**src/rtl/lfsr_packer.sv**
```systemverilog
// Serial-to-parallel packer for the LFSR bit generator: gates the generator's shift enable,
// packs bits LSB-first into wbits-bit words and emits them on valid/ready. Optional LFSR_PACK_CNT_EN adds word_cnt.
module lfsr_packer #(
  parameter int wbits = 8,
  parameter int cbits = 16
) (
  input  logic             clk,
  input  logic             rst,
  input  logic             start,
  input  logic [cbits-1:0] req_words,
  input  logic             bit_in,
  output logic             bit_en,
  output logic             out_val,
  input  logic             out_rdy,
  output logic [wbits-1:0] out_data,
  output logic             busy,
  output logic             done
`ifdef LFSR_PACK_CNT_EN
  ,
  output logic [cbits-1:0] word_cnt
`endif
);

  localparam int BW = $clog2(wbits);
  localparam logic [BW-1:0] LAST = BW'(wbits - 1);

  typedef enum logic [1:0] {
    IDLE  = 2'd0,
    FILL  = 2'd1,
    STALL = 2'd2,
    DRAIN = 2'd3
  } state_t;

  state_t           state_q, state_d;
  logic [BW-1:0]    bitcnt_q, bitcnt_d;
  logic [wbits-1:0] shreg_q, shreg_d;
  logic [cbits-1:0] remaining_q, remaining_d;
  logic             out_val_q, out_val_d;
  logic [wbits-1:0] out_data_q, out_data_d;
  logic             done_q, done_d;
  logic             bit_en_q, busy_q;
  logic             accept_s, free_s, xfer_s;
  logic [wbits-1:0] xfer_word_s;

  // Next-state logic: a transfer moves a completed word into the output register
  always_comb begin
    state_d     = state_q;
    bitcnt_d    = bitcnt_q;
    shreg_d     = shreg_q;
    remaining_d = remaining_q;
    out_data_d  = out_data_q;
    done_d      = 1'b0;
    xfer_s      = 1'b0;
    xfer_word_s = shreg_q;
    accept_s    = out_val_q && out_rdy;
    free_s      = !out_val_q || out_rdy;

    if (accept_s) begin
      out_val_d = 1'b0;
    end else begin
      out_val_d = out_val_q;
    end

    case (state_q)
      IDLE: begin
        if (start) begin
          if (req_words != {cbits{1'b0}}) begin
            remaining_d = req_words;
            bitcnt_d    = {BW{1'b0}};
            state_d     = FILL;
          end else begin
            done_d = 1'b1;
          end
        end else begin
          state_d = IDLE;
        end
      end
      FILL: begin
        shreg_d[bitcnt_q] = bit_in;
        if (bitcnt_q == LAST) begin
          bitcnt_d = {BW{1'b0}};
          if (free_s) begin
            xfer_s      = 1'b1;
            xfer_word_s = shreg_d;
          end else begin
            state_d = STALL;
          end
        end else begin
          bitcnt_d = bitcnt_q + BW'(1);
        end
      end
      STALL: begin
        if (out_rdy) begin
          xfer_s      = 1'b1;
          xfer_word_s = shreg_q;
        end else begin
          state_d = STALL;
        end
      end
      DRAIN: begin
        if (accept_s) begin
          done_d  = 1'b1;
          state_d = IDLE;
        end else begin
          state_d = DRAIN;
        end
      end
      default: begin
        state_d = IDLE;
      end
    endcase

    // Compare before decrementing so req_words = all-ones never wraps the test
    if (xfer_s) begin
      out_val_d   = 1'b1;
      out_data_d  = xfer_word_s;
      remaining_d = remaining_q - cbits'(1);
      state_d     = (remaining_q > cbits'(1)) ? FILL : DRAIN;
    end else begin
      out_data_d = out_data_d;
    end
  end

  // State, datapath and registered status outputs
  always_ff @(posedge clk or negedge rst) begin
    if (!rst) begin
      state_q     <= IDLE;
      bitcnt_q    <= {BW{1'b0}};
      shreg_q     <= {wbits{1'b0}};
      remaining_q <= {cbits{1'b0}};
      out_val_q   <= 1'b0;
      out_data_q  <= {wbits{1'b0}};
      done_q      <= 1'b0;
      bit_en_q    <= 1'b0;
      busy_q      <= 1'b0;
    end else begin
      state_q     <= state_d;
      bitcnt_q    <= bitcnt_d;
      shreg_q     <= shreg_d;
      remaining_q <= remaining_d;
      out_val_q   <= out_val_d;
      out_data_q  <= out_data_d;
      done_q      <= done_d;
      bit_en_q    <= (state_d == FILL);
      busy_q      <= (state_d != IDLE);
    end
  end

`ifdef LFSR_PACK_CNT_EN
  logic [cbits-1:0] word_cnt_q;

  // Free-running count of accepted words; start does not clear it
  always_ff @(posedge clk or negedge rst) begin
    if (!rst) begin
      word_cnt_q <= {cbits{1'b0}};
    end else if (accept_s) begin
      word_cnt_q <= word_cnt_q + cbits'(1);
    end else begin
      word_cnt_q <= word_cnt_q;
    end
  end

  assign word_cnt = word_cnt_q;
`endif

  assign bit_en   = bit_en_q;
  assign busy     = busy_q;
  assign out_val  = out_val_q;
  assign out_data = out_data_q;
  assign done     = done_q;

endmodule

```
**config.mk**
```make
export PLATFORM = sky130hd
export DESIGN_NAME = lfsr_packer
export DESIGN_NICKNAME = d
export VERILOG_FILES = /design/src/rtl/lfsr_packer.sv
export SDC_FILE = /design/constraint.sdc
export NUM_CORES = 1
export LEC_CHECK = 0
export ABC_CLOCK_PERIOD_IN_PS = 3450
export CAP_MARGIN = 20
export CORE_ASPECT_RATIO = 0.7
export CORE_MARGIN = 1.5
export CORE_UTILIZATION = 55
export DETAILED_ROUTE_END_ITERATION = 12
export DONT_BUFFER_PORTS = 1
export PLACE_DENSITY = 0.68
export SLEW_MARGIN = 20
export SYNTH_ARGS = -nofsm -noshare
export SYNTH_HDL_FRONTEND = slang
export SYNTH_SLANG_ARGS = --single-unit
```
**constraint.sdc**
```tcl
create_clock -name clk -period 3.45 [get_ports clk]
set_input_delay 0.69 -clock clk [delete_from_list [all_inputs] [get_ports clk]]
set_output_delay 0.69 -clock clk [all_outputs]
set_load 0.02 [all_outputs]
```
# == Word-level counts from Yosys, hierarchy flattened ==
# Cells that the tools add are included.
# word_totals
regBits,41
memories,0
out_inout_bits,12
latch_bits,0
word_cells,68
inputBits,21
ram_bits,0
rom_bits,0
# op_classes
add_sub_neg,2
order_cmp,3
n_div,0
n_eq_ne,7
mux,33
shifts,0
n_mul,0
bitwise_logic,0
n_reduce_logical,14
# op_table
cell,n
two-way mux 16 bit,4
two-way mux 8 bit,3
greater-than comparator 16 x 1 -> 1 bit (second input constant),1
two-way mux 2 bit,8
nonzero test 16 bit,1
subtractor 16 x 1 -> 16 bit (second input constant),1
nonzero test 2 bit,6
two-way mux 1 bit,9
two-way mux 3 bit,3
bitwise mux 8 bit,1
case mux 2 bit (4 select lines),1
case mux 3 bit (2 select lines),1
AND reduction 3 bit,2
equality test 2 x 1 -> 1 bit (second input constant),2
equality test 2 bit (second input constant),2
less-than comparator 3 x 4 -> 1 bit (second input constant),1
!= test 2 bit (second input constant),2
case mux 1 bit (2 select lines),2
adder 3 x 1 -> 3 bit (second input constant),1
demux 1 bit (select 3 bit),1
equality test 3 bit (second input constant),1
>= comparator 3 x 1 -> 1 bit (second input constant),1
logical AND 1 bit,2
zero test 2 bit,1
other kinds (2),2

# == Depth between registers and ports, before layout ==
# logic_depth
ltp_word,8
mapped_depth,9
ltp_nobuf,7

# == Worst setup path after synthesis ==
# Ideal clock, no wire load.
# synth_path
kind,input -> register
startpoint,in req_words[5]
endpoint,reg busy_q (netlist: busy)
path_stages,5
t_arrival_ps,2246
setup_slack_ps,1079
n_path_buf,0
path_cell_list,or4_4 -> o41ai_4 -> o21ai_2 -> or2_4 -> nand2b_1
# synth_between
elab_chain_cells,6
# synth_rtl
element,line_no,rtl
"start, declared",10,"input logic [cbits-1:0] req_words,"
nonzero test 16 bit,67,if (req_words != {cbits{1'b0}}) begin
two-way mux 2 bit,67,
two-way mux 2 bit,66,if (start) begin
case mux 2 bit (4 select lines),64,case (state_q)
two-way mux 2 bit,114,if (xfer_s) begin
named net state_d[0],34,"state_t state_q, state_d;"
nonzero test 2 bit,145,busy_q <= (state_d != IDLE);
"end signal, assigned",145,
"end, declared",41,"logic bit_en_q, busy_q;"
# The timed path passes the listed nets, and every way through them passes these cells.
# A chain may end at the register's enable or synchronous reset.

# == Worst setup path in the final report ==
# layout_path
startpoint,reg bitcnt_q[1]
endpoint,reg remaining_q[11]
# layout_between
elab_chain_cells,5
# layout_rtl
element,line_no,rtl
"start, declared",35,"logic [BW-1:0] bitcnt_q, bitcnt_d;"
"start signal, assigned",128,bitcnt_q <= {BW{1'b0}};
"start signal, assigned",138,bitcnt_q <= bitcnt_d;
equality test 3 bit (*),80,if (bitcnt_q == LAST) begin
two-way mux 1 bit (*),80,
case mux 1 bit (2 select lines) (*),64,
nonzero test 2 bit (no source line),--,
AND reduction 3 bit (no source line),--,
"end signal, assigned",130,remaining_q <= {cbits{1'b0}};
"end signal, assigned",140,remaining_q <= remaining_d;
"end, declared",37,"logic [cbits-1:0] remaining_q, remaining_d;"
# Every way passes the cells marked *; elsewhere a longest branch is shown, timed or not.

==> results summary <==
The proportion of synthesized chip area in sequential cells came out at 0.433. The count of unique library cells instantiated by Yosys is 50. The starting density of the core is 0.590. The buffer count from post-CTS setup fixing is 0. In this run the standard cell core region covers around 4000 sq um. The largest fanout on the critical path is 19. The synthesized flop and latch total is 41. The number of antenna violations at the first check in global routing is 0.

Clock tree synthesis found a total of 41 sinks. In this design, the largest share of critical-path delay is due to compound AO/OA/AOI/OAI gates. Counting stages on the worst path, the most repeated cell is sky130_fd_sc_hd__ha_1.

The clock arrives with 5.45 ps of skew. Setup repair after global routing left no endpoint under its margin. Among all flip-flop cells after synthesis, the most frequent one is sky130_fd_sc_hd__dfrtp_1. The data arrival at the endpoint of the critical path came out at 2920 ps. In the final layout, the share of cells above drive strength 1 is 0.113.

The remaining antenna violation count came out at 0. Summed over all layers, the global routing overflow is 0. The total inserted antenna cells is 0. Synthesis handed over a netlist of ~250 instances.

The category of the worst setup path launch point is a flip-flop. The number of setup violations in the final report is 0. The number of synthesis warnings came out at 0.

The detailed-route DRC error count is 0. The root buffer cell chosen for the clock tree is sky130_fd_sc_hd__clkbuf_8. The DRC violation total after the first TritonRoute iteration came out at approximately 170. The number of buffers inserted by hold repair at cts came out at 0. The buffer and inverter count on the worst path came out at 1. The worst-margin pin slew came out at 676 ps. The worst slew slack as a fraction of its limit is 0.545. The deepest clock path buffer count is 2. The number of hold-slack violations in the final timing report is 0. The detailed-route via count is about 1900. The total number of placement rows came out at 19. The final layout net count is 276.

The number of global-route vias before repair is between 1500 and 2000. The worst setup path is captured at a flip-flop. The highest ir drop seen on vdd is approximately 0.35 mV.

Measured in cells, the most critical reg-to-reg path has a length of 7. The final wirelength is 5510 um. The first detailed-routing pass ran for 4 iterations. The worst hold slack after final layout is 84.3 ps.

In this run the worst hold path is classified as in -> async. Setup total negative slack on the finished layout was measured at 0 ps. The total global-route track usage is 0.256.

TritonCTS built the clock tree. The boundary pin count came out at 33. The insertion delay to the later sink of the worst-skew pair is 290 ps. Across the run, the number of max-cap violations was 0. In this run the tool buffered the top-level ports with 0 buffer cells. The vertical die dimension is around 58 um. The highest clock rate is around 370 MHz.

After synthesis, the mean cell area works out to 9.55 sq um. At the worst endpoint, the required time is 3670 ps. The placed wire-length estimate came out at 4080 um. The maximum number of pins on one net before global-route repair is 42. In this run the number of cells on the critical path is 7. By startpoint and endpoint, the worst setup path is classified as reg -> reg.

Clock-pin slew was measured on the worst setup and hold paths at roughly 80 ps. The cell area power density came out at about 750 nW/um^2. The mapped netlist covers 2370 sq um.

From synthesis to final layout, the design area changed by 5.12%. In this run, post-CTS repair resized a total of 0 instances. The static leakage came out at 1.03 nW. The floorplan step set the die width to between 80 and 90 um. The ratio of final minimum period to clock period came out at 0.783. Buffers inserted during clock tree synthesis total 5. The count of final max-slew check failures was 0. Among all stages on the critical path, the largest delay is contributed by sky130_fd_sc_hd__dfrtp_1. The time the worst path needs with I/O delays and setup is 2700 ps.

The largest stage delay on the critical path is 550 ps. The number of nets handed over by synthesis was 277. The synthesized design contains 0 enable-type register cells. Walking the worst path, the cells encountered are ha_1 -> ha_1 -> a32o_1 -> nand2_1 -> buf_4 -> o21a_1 -> o21ai_1. The global-route wire length before repair came out at around 9000 um. The die area came out at 4720 sq um. After detailed routing, the average wire length per cell comes to 18.4 um. The flow ran to the end, and the final reports show no timing, DRC or antenna violations. The async set-reset flop share out of synthesis is 1.00.

The clock tree synthesis step divided the H-tree into 2 levels. The placer's final routability congestion estimate is 0.903. The via-per-instance ratio came out at ~6.4.
## synth_stat cells (3+ instances only)
master,instances,area (sq um)
sky130_fd_sc_hd__o21ai_0,17,85.1
sky130_fd_sc_hd__a221o_1,6,60.1
sky130_fd_sc_hd__clkbuf_1,7,26.3
sky130_fd_sc_hd__a21oi_1,6,30.0
sky130_fd_sc_hd__nor2b_1,3,18.8
sky130_fd_sc_hd__nand4_1,3,18.8
sky130_fd_sc_hd__nand3_1,11,55.1
sky130_fd_sc_hd__nor3_1,14,70.1
sky130_fd_sc_hd__nor3b_1,5,37.5
sky130_fd_sc_hd__mux2i_1,8,80.1
sky130_fd_sc_hd__a32oi_1,3,26.3
sky130_fd_sc_hd__nand2_1,22,82.6
sky130_fd_sc_hd__ha_1,8,100
sky130_fd_sc_hd__buf_2,3,15.0
sky130_fd_sc_hd__mux2_2,9,101
sky130_fd_sc_hd__nand2b_1,5,31.3
sky130_fd_sc_hd__dfrtp_1,41,1030
sky130_fd_sc_hd__nor2_1,26,97.6
sky130_fd_sc_hd__inv_1,8,30.0
sky130_fd_sc_hd__a22o_1,4,35.0
## power breakdown
group | switching (mW) | internal (mW) | total, mW
sequential | 0.243 | 0.673 | 0.916
clock | 0.156 | 0.159 | 0.315
combinational | 0.350 | 0.296 | 0.646
total | 0.750 | 1.13 | 1.88
## final timing paths
check / slack [ps] / to / startpoint
max in group asynchronous: 3270 / out_data[7]$_DFFE_PN0P_ / rst
max: 750 / remaining_q[11]$_DFFE_PN0P_ / bitcnt_q[1]$_DFFE_PN0P_
min: 80 / remaining_q[4]$_DFFE_PN0P_ / rst
min reg2reg: 510 / shreg_q[1]$_DFFE_PN0P_ / shreg_q[1]$_DFFE_PN0P_
max reg2reg: 750 / remaining_q[11]$_DFFE_PN0P_ / bitcnt_q[1]$_DFFE_PN0P_
min in group clk: 510 / shreg_q[1]$_DFFE_PN0P_ / shreg_q[1]$_DFFE_PN0P_
## cells by family (layout without fill, tap and decap cells)
| family | Yosys count | after routing | share of synthesized area |
|---|---|---|---|
| compound gates | 60 | 60 | 0.192 |
| fa+ha+maj | 8 | 8 | 0.0423 |
| buf+inv | 19 | 18 | 0.0349 |
| flops | 41 | 41 | 0.433 |
| mux | 17 | 17 | 0.0766 |
| simple gates | 103 | 103 | 0.221 |
## per-layer routing
metal,up-vias,share of wire,GRT usage
li1,916,-,-
met1,911,0.49,0.392
met2,71,0.41,0.353
met3,5,0.083,0.0709
met4,0,0.0076,0.0690
met5,-,0,0
## cell usage in the layout (no fill, tap or decap), types with 8 or more instances in the layout
cell / count
sky130_fd_sc_hd__dfrtp_1: 41
sky130_fd_sc_hd__ha_1: 8
sky130_fd_sc_hd__inv_1: 8
sky130_fd_sc_hd__mux2_2: 9
sky130_fd_sc_hd__mux2i_1: 8
sky130_fd_sc_hd__nand2_1: 22
sky130_fd_sc_hd__nand3_1: 11
sky130_fd_sc_hd__nor2_1: 26
sky130_fd_sc_hd__nor3_1: 14
sky130_fd_sc_hd__o21ai_0: 17
## state kept, by name, indices dropped and copies added, names as in the netlist
signal / cells
bit_en: 1
state_q: 2
remaining_q: 16
out_data: 8
busy: 1
shreg_q: 8
bitcnt_q: 3
out_val: 1
done: 1
## final cells by class
| type | count | area (sq um) |
|---|---|---|
| timing repair buffer | 3 | 22.5 |
| inverter | 8 | 30.0 |
| clock buffer | 7 | 86.3 |
| multi-input combinational | 188 | 1260 |
| tap | 52 | 65.1 |
| fill | 325 | 1530 |
| sequential | 41 | 1030 |
## metrics by stage
step,cell area [sq um],total power [mW],std cells,util,setup WS [ps]
after global routing,2490,2.01,299,0.620,554
after CTS,2490,1.87,299,0.620,788
after floorplan,2370,1.39,248,-,1080
after detailed placement,2400,1.55,292,0.598,772
final,2490,1.88,299,0.620,749
after global placement,2400,1.52,292,0.598,826
Note: power is estimated with default switching activity, not from simulation.
==> patch 1 (same flow settings) <==
Set the parameter `wbits` to 4 (it was 8).
--- a/src/rtl/lfsr_packer.sv
+++ b/src/rtl/lfsr_packer.sv
@@ -3,3 +3,3 @@
 module lfsr_packer #(
-  parameter int wbits = 8,
+  parameter int wbits = 4,
   parameter int cbits = 16
Interface: changed (resized out_data); port bits go from 33 to 29. No check against the original RTL was run, so the function may have changed too.
==> patch 1 against the unedited design <==
Wire length shrank 18%; cell area shrank 18%; sequential share of layout area shrank 2.2 points; die area shrank 17%; sequential cell count shrank 9; non-clock buffer count shrank 3; worst setup slack gained 0.093 ns; power shrank 17%; global-route usage grew 0.41 points; clock power shrank 15%; area after synthesis shrank 18%; cell count shrank 15%; combinational power shrank 14%; largest cell class unchanged; sequential power shrank 19%.
==> patch 1: results (changes against the unedited design) <==
Reg2Reg Setup Slack: 0.84 ns (+0.09 ns)
vias: 1,592 (-16%)
routability cong.: 0.910 (+0.74%)
signal arrival time at the worst endpoint: 2.77 ns (-0.15 ns)
r2r endpoint: remaining_q[15]
sequential-to-total area share from yosys stat: 41.3% (-2.0 points)
multiplexer share of the synthesized area: 4.91% (-2.8 points)
max reg flops: 16 (unchanged)
status: completed
CTS resizes: 0 (unchanged)
sequential cell area share: 39.0% (-2.2 points)
first-pass GRT wire length: 7.34 mm (-19%)
met1 Use GR: 35.6% (-3.6 points)
Compound-Gate Fraction of Synth Area: 23.3% (+4.0 points)
cell leakage power: 0.863 nW (-16%)
#MultiIn Comb: 154 (-18%)
Met3 Routed Length: 496 um (+7.8%)
Buffers excl. clock: 0 (-3)
Commonest cells post-synth: dfrtp_1 (32), nand2_1 (21), nor2_1 (15), inv_1 (14), o21ai_0 (13)
Signal inverters: 14 (+6)
Synth Area in Adders: 6.46% (+2.2 points)
Clock Skew: 0.00590 ns (+0.000451 ns)
Syn Nets: 236 (-15%)
Met1 Wirelength: 2.10 mm (-23%)
clkbuf count: 6 (-1)
Clock Network Area Fraction: 3.78% (+0.32 points)
reg2reg start: state_q[1]
crit-path max FO: 30 (+11)
number of global-route vias before repair: 1,544 (-17%)
maximum vdd drop: 0.423 mV (+22%)
gr usage total: 26.0% (+0.41 points)
library cells used by synthesis: 49 (-2.0%)
met2 wire length: 1.89 mm (-17%)
post-DP HPWL: 3.37 mm (-17%)
sequential cell count: 32 (-22%)
Rel. slew slack: 37.5% (-17 points)
largest net degree at the start of global routing: 33 (-21%)
Worst Hold Class: primary input to asynchronous set/reset pin
share of layout cells above drive strength 1: 11.6% (+0.26 points)
Iteration-0 DRC Markers: 168 (-3.4%)
GR Util met3: 11.5% (+4.5 points)
fill count: 282 (-13%)
top cells by area, synth: dfrtp_1 (41%), ha_1 (6.5%), nand2_1 (4.1%)
Routed Wire Length: 4.54 mm (-18%)
area of the multi-input gates: 1060 um^2 (-16%)
GRT met2 Usage: 35.6% (+0.26 points)
NonClk Buf Share: 0% (-0.90 points)
-- patch 1: cell count changes after synthesis, moves of 4 or more --
cell / delta
dfrtp_1: -9
inv_1: +6
nand3_1: -6
clkbuf_1: -5
o21ai_0: -4
o21ai_1: +4
nor4_1: +7
mux2_2: -5
nor3_1: -10
nor2_1: -11
nor3b_1: -4
-- patch 1: report_power, final --
| group | leakage [nW] | total, mW | switching (mW) | internal, mW |
|---|---|---|---|---|
| sequential | 0.381 | 0.741 | 0.198 | 0.542 |
| clock | 0.0410 | 0.267 | 0.130 | 0.137 |
| combinational | 0.440 | 0.553 | 0.308 | 0.245 |
| total | 0.863 | 1.56 | 0.637 | 0.925 |
-- patch 1: worst min-delay path by stage --
| stage | end | depth (start not counted) | startpoint |
|---|---|---|---|
| 2_1_floorplan | bit_en | 0 | rst |
| 3_3_place_gp | out_val | 0 | rst |
| 3_5_place_dp | out_val | 0 | rst |
| 4_1_cts | busy | 0 | rst |
| 5_1_grt | remaining_q[9] | 0 | rst |
| 6_report | busy | 0 | rst |
-- patch 1: stage by stage --
step	std cells	area (um^2)	power, mW	setup WS [ns]	hold WS [ns]
3_5_place_dp	247	1970	1.29	0.885	0.395
4_1_cts	254	2050	1.56	0.866	0.0912
2_1_floorplan	205	1940	1.15	1.46	0.394
3_3_place_gp	247	1970	1.26	1.04	0.395
5_1_grt	254	2050	1.68	0.615	0.0825
6_report	254	2050	1.56	0.842	0.0977
-- patch 1: worst max-delay path, cell delays in order (launching register included) --
cell and delay (ns):
dfrtp_1 0.43, inv_1 0.11, ha_1 0.34, nand2_1 0.20, o21ai_2 0.22, nand2_1 0.58, o21a_1 0.38, o221a_2 0.24
==> patch 2 (same settings) <==
Made on the original files. The 4 states of `state_t` get a one-hot encoding in 4 bits.
--- a/src/rtl/lfsr_packer.sv
+++ b/src/rtl/lfsr_packer.sv
@@ -26,7 +26,7 @@
 
-  typedef enum logic [1:0] {
-    IDLE  = 2'd0,
-    FILL  = 2'd1,
-    STALL = 2'd2,
-    DRAIN = 2'd3
+  typedef enum logic [3:0] {
+    IDLE  = 4'b0001,
+    FILL  = 4'b0010,
+    STALL = 4'b0100,
+    DRAIN = 4'b1000
   } state_t;
Behaviour: no difference found for any inputs over 10 cycles, from zero or initial values and one cycle with rst low; not proved beyond that.
==> patch 2 against the unedited design <==
Area after synthesis increased by 1.9%; sequential cell count is 2 higher; worst setup slack worse by 0.12 ns; cell area fell by 0.50%; cell count shrank 2.7%; wire length fell by 3.2%; global-route usage down 0.72 points; power fell by 9.8%; largest cell class unchanged.
==> patch 2: results (changes against the unedited design) <==
Cells after Synth: 245 (-1.2%)
CP max-delay cell: and2_1
CTS resizes: 0 (unchanged)
Reg2Reg Setup Slack: 0.63 ns (-0.12 ns)
top cells by area, synth: dfrtp_1 (44%), mux2_2 (5.1%), nor2_1 (3.9%)
share of layout cells above drive strength 1: 14.2% (+2.9 points)
Compound-Gate Fraction of Synth Area: 17.3% (-1.9 points)
sequential-to-total area share from yosys stat: 44.6% (+1.3 points)
Iteration-0 DRC Markers: 168 (-3.4%)
library cells used by synthesis: 57 (+14%)
first-pass GRT wire length: 8.89 mm (-1.5%)
Clock Skew: 0.0103 ns (+0.00486 ns)
via/cell ratio: 6.58 (+3.3%)
multiplexer share of the synthesized area: 6.38% (-1.3 points)
Routed Wire Length: 5.34 mm (-3.2%)
Commonest cells post-synth: dfrtp_1 (42), nor2_1 (25), nand2_1 (20), a21oi_1 (12), mux2_2 (11)
pre-CTS WS: 0.667 ns (-0.105 ns)
placed cells: 283 (-3.1%)
number of global-route vias before repair: 1,799 (-3.0%)
cell leakage power: 0.982 nW (-4.3%)
initial antenna violation count: 0 (unchanged)
final net count: 263 (-4.7%)
status: completed
reg2reg start: bitcnt_q[0]
gr usage total: 24.9% (-0.72 points)
Placed Area: 2390 um^2 (-0.47%)
post-DP HPWL: 3.92 mm (-4.0%)
largest net degree at the start of global routing: 44 (+4.8%)
Sw Share: 36.9% (-3.0 points)
crit-path max FO: 23 (+4)
[patch 2: changes by cell type after synthesis, moves of 4 or more]
cell	unedited run	this run
mux2i_1	8	3
o21ai_0	17	2
a21oi_1	6	12
ha_1	8	4
nor3_1	14	7
or3_1	0	4
o22ai_1	0	7
[patch 2: final cells by class]
| cell class | instances | area [um^2] | area share (%) |
|---|---|---|---|
| well taps | 52 | 65.1 | 2.63 |
| inverters | 8 | 30.0 | 1.21 |
| clock inverters | 2 | 12.5 | 0.505 |
| multi-input cells | 180 | 1220 | 49.2 |
| flip-flops and latches | 43 | 1080 | 43.5 |
| clock buffers | 6 | 72.6 | 2.93 |
[patch 2: worst max-delay path by stage]
stage / from / to / slack [ns] / cells past startpoint
finish: bitcnt_q[0] / remaining_q[12] / 0.63 / 7
global route: bitcnt_q[0] / remaining_q[14] / 0.45 / 7
CTS: bitcnt_q[0] / remaining_q[14] / 0.65 / 7
detailed placement: bitcnt_q[0] / remaining_q[14] / 0.67 / 7
global placement: bitcnt_q[0] / remaining_q[12] / 0.81 / 7
floorplan: bitcnt_q[0] / remaining_q[2] / 1.36 / 9
[patch 2: through the flow]
stage	utilization, %	hold slack [ns]
after floorplan	-	0.394
after global placement	58.8	0.395
after detailed placement	58.8	0.395
after CTS	60.9	0.0678
after global routing	60.9	0.0566
final	60.9	0.0744
[patch 2: metal layers]
metal / part of all wire, % / GRT usage [%]
met1: 48 / 38.4
met2: 44 / 34.9
met3: 6.9 / 5.58
met4: 0.97 / 6.78
met5: 0 / 0
[patch 2: power groups by stage]
stage,Clock (mW),Combinational [mW],Sequential (mW)
after floorplan,0,0.479,0.789
after CTS,0.324,0.529,0.844
final,0.316,0.529,0.849
after global placement,0,0.503,0.839
after detailed placement,0,0.526,0.852
after global routing,0.346,0.598,0.876
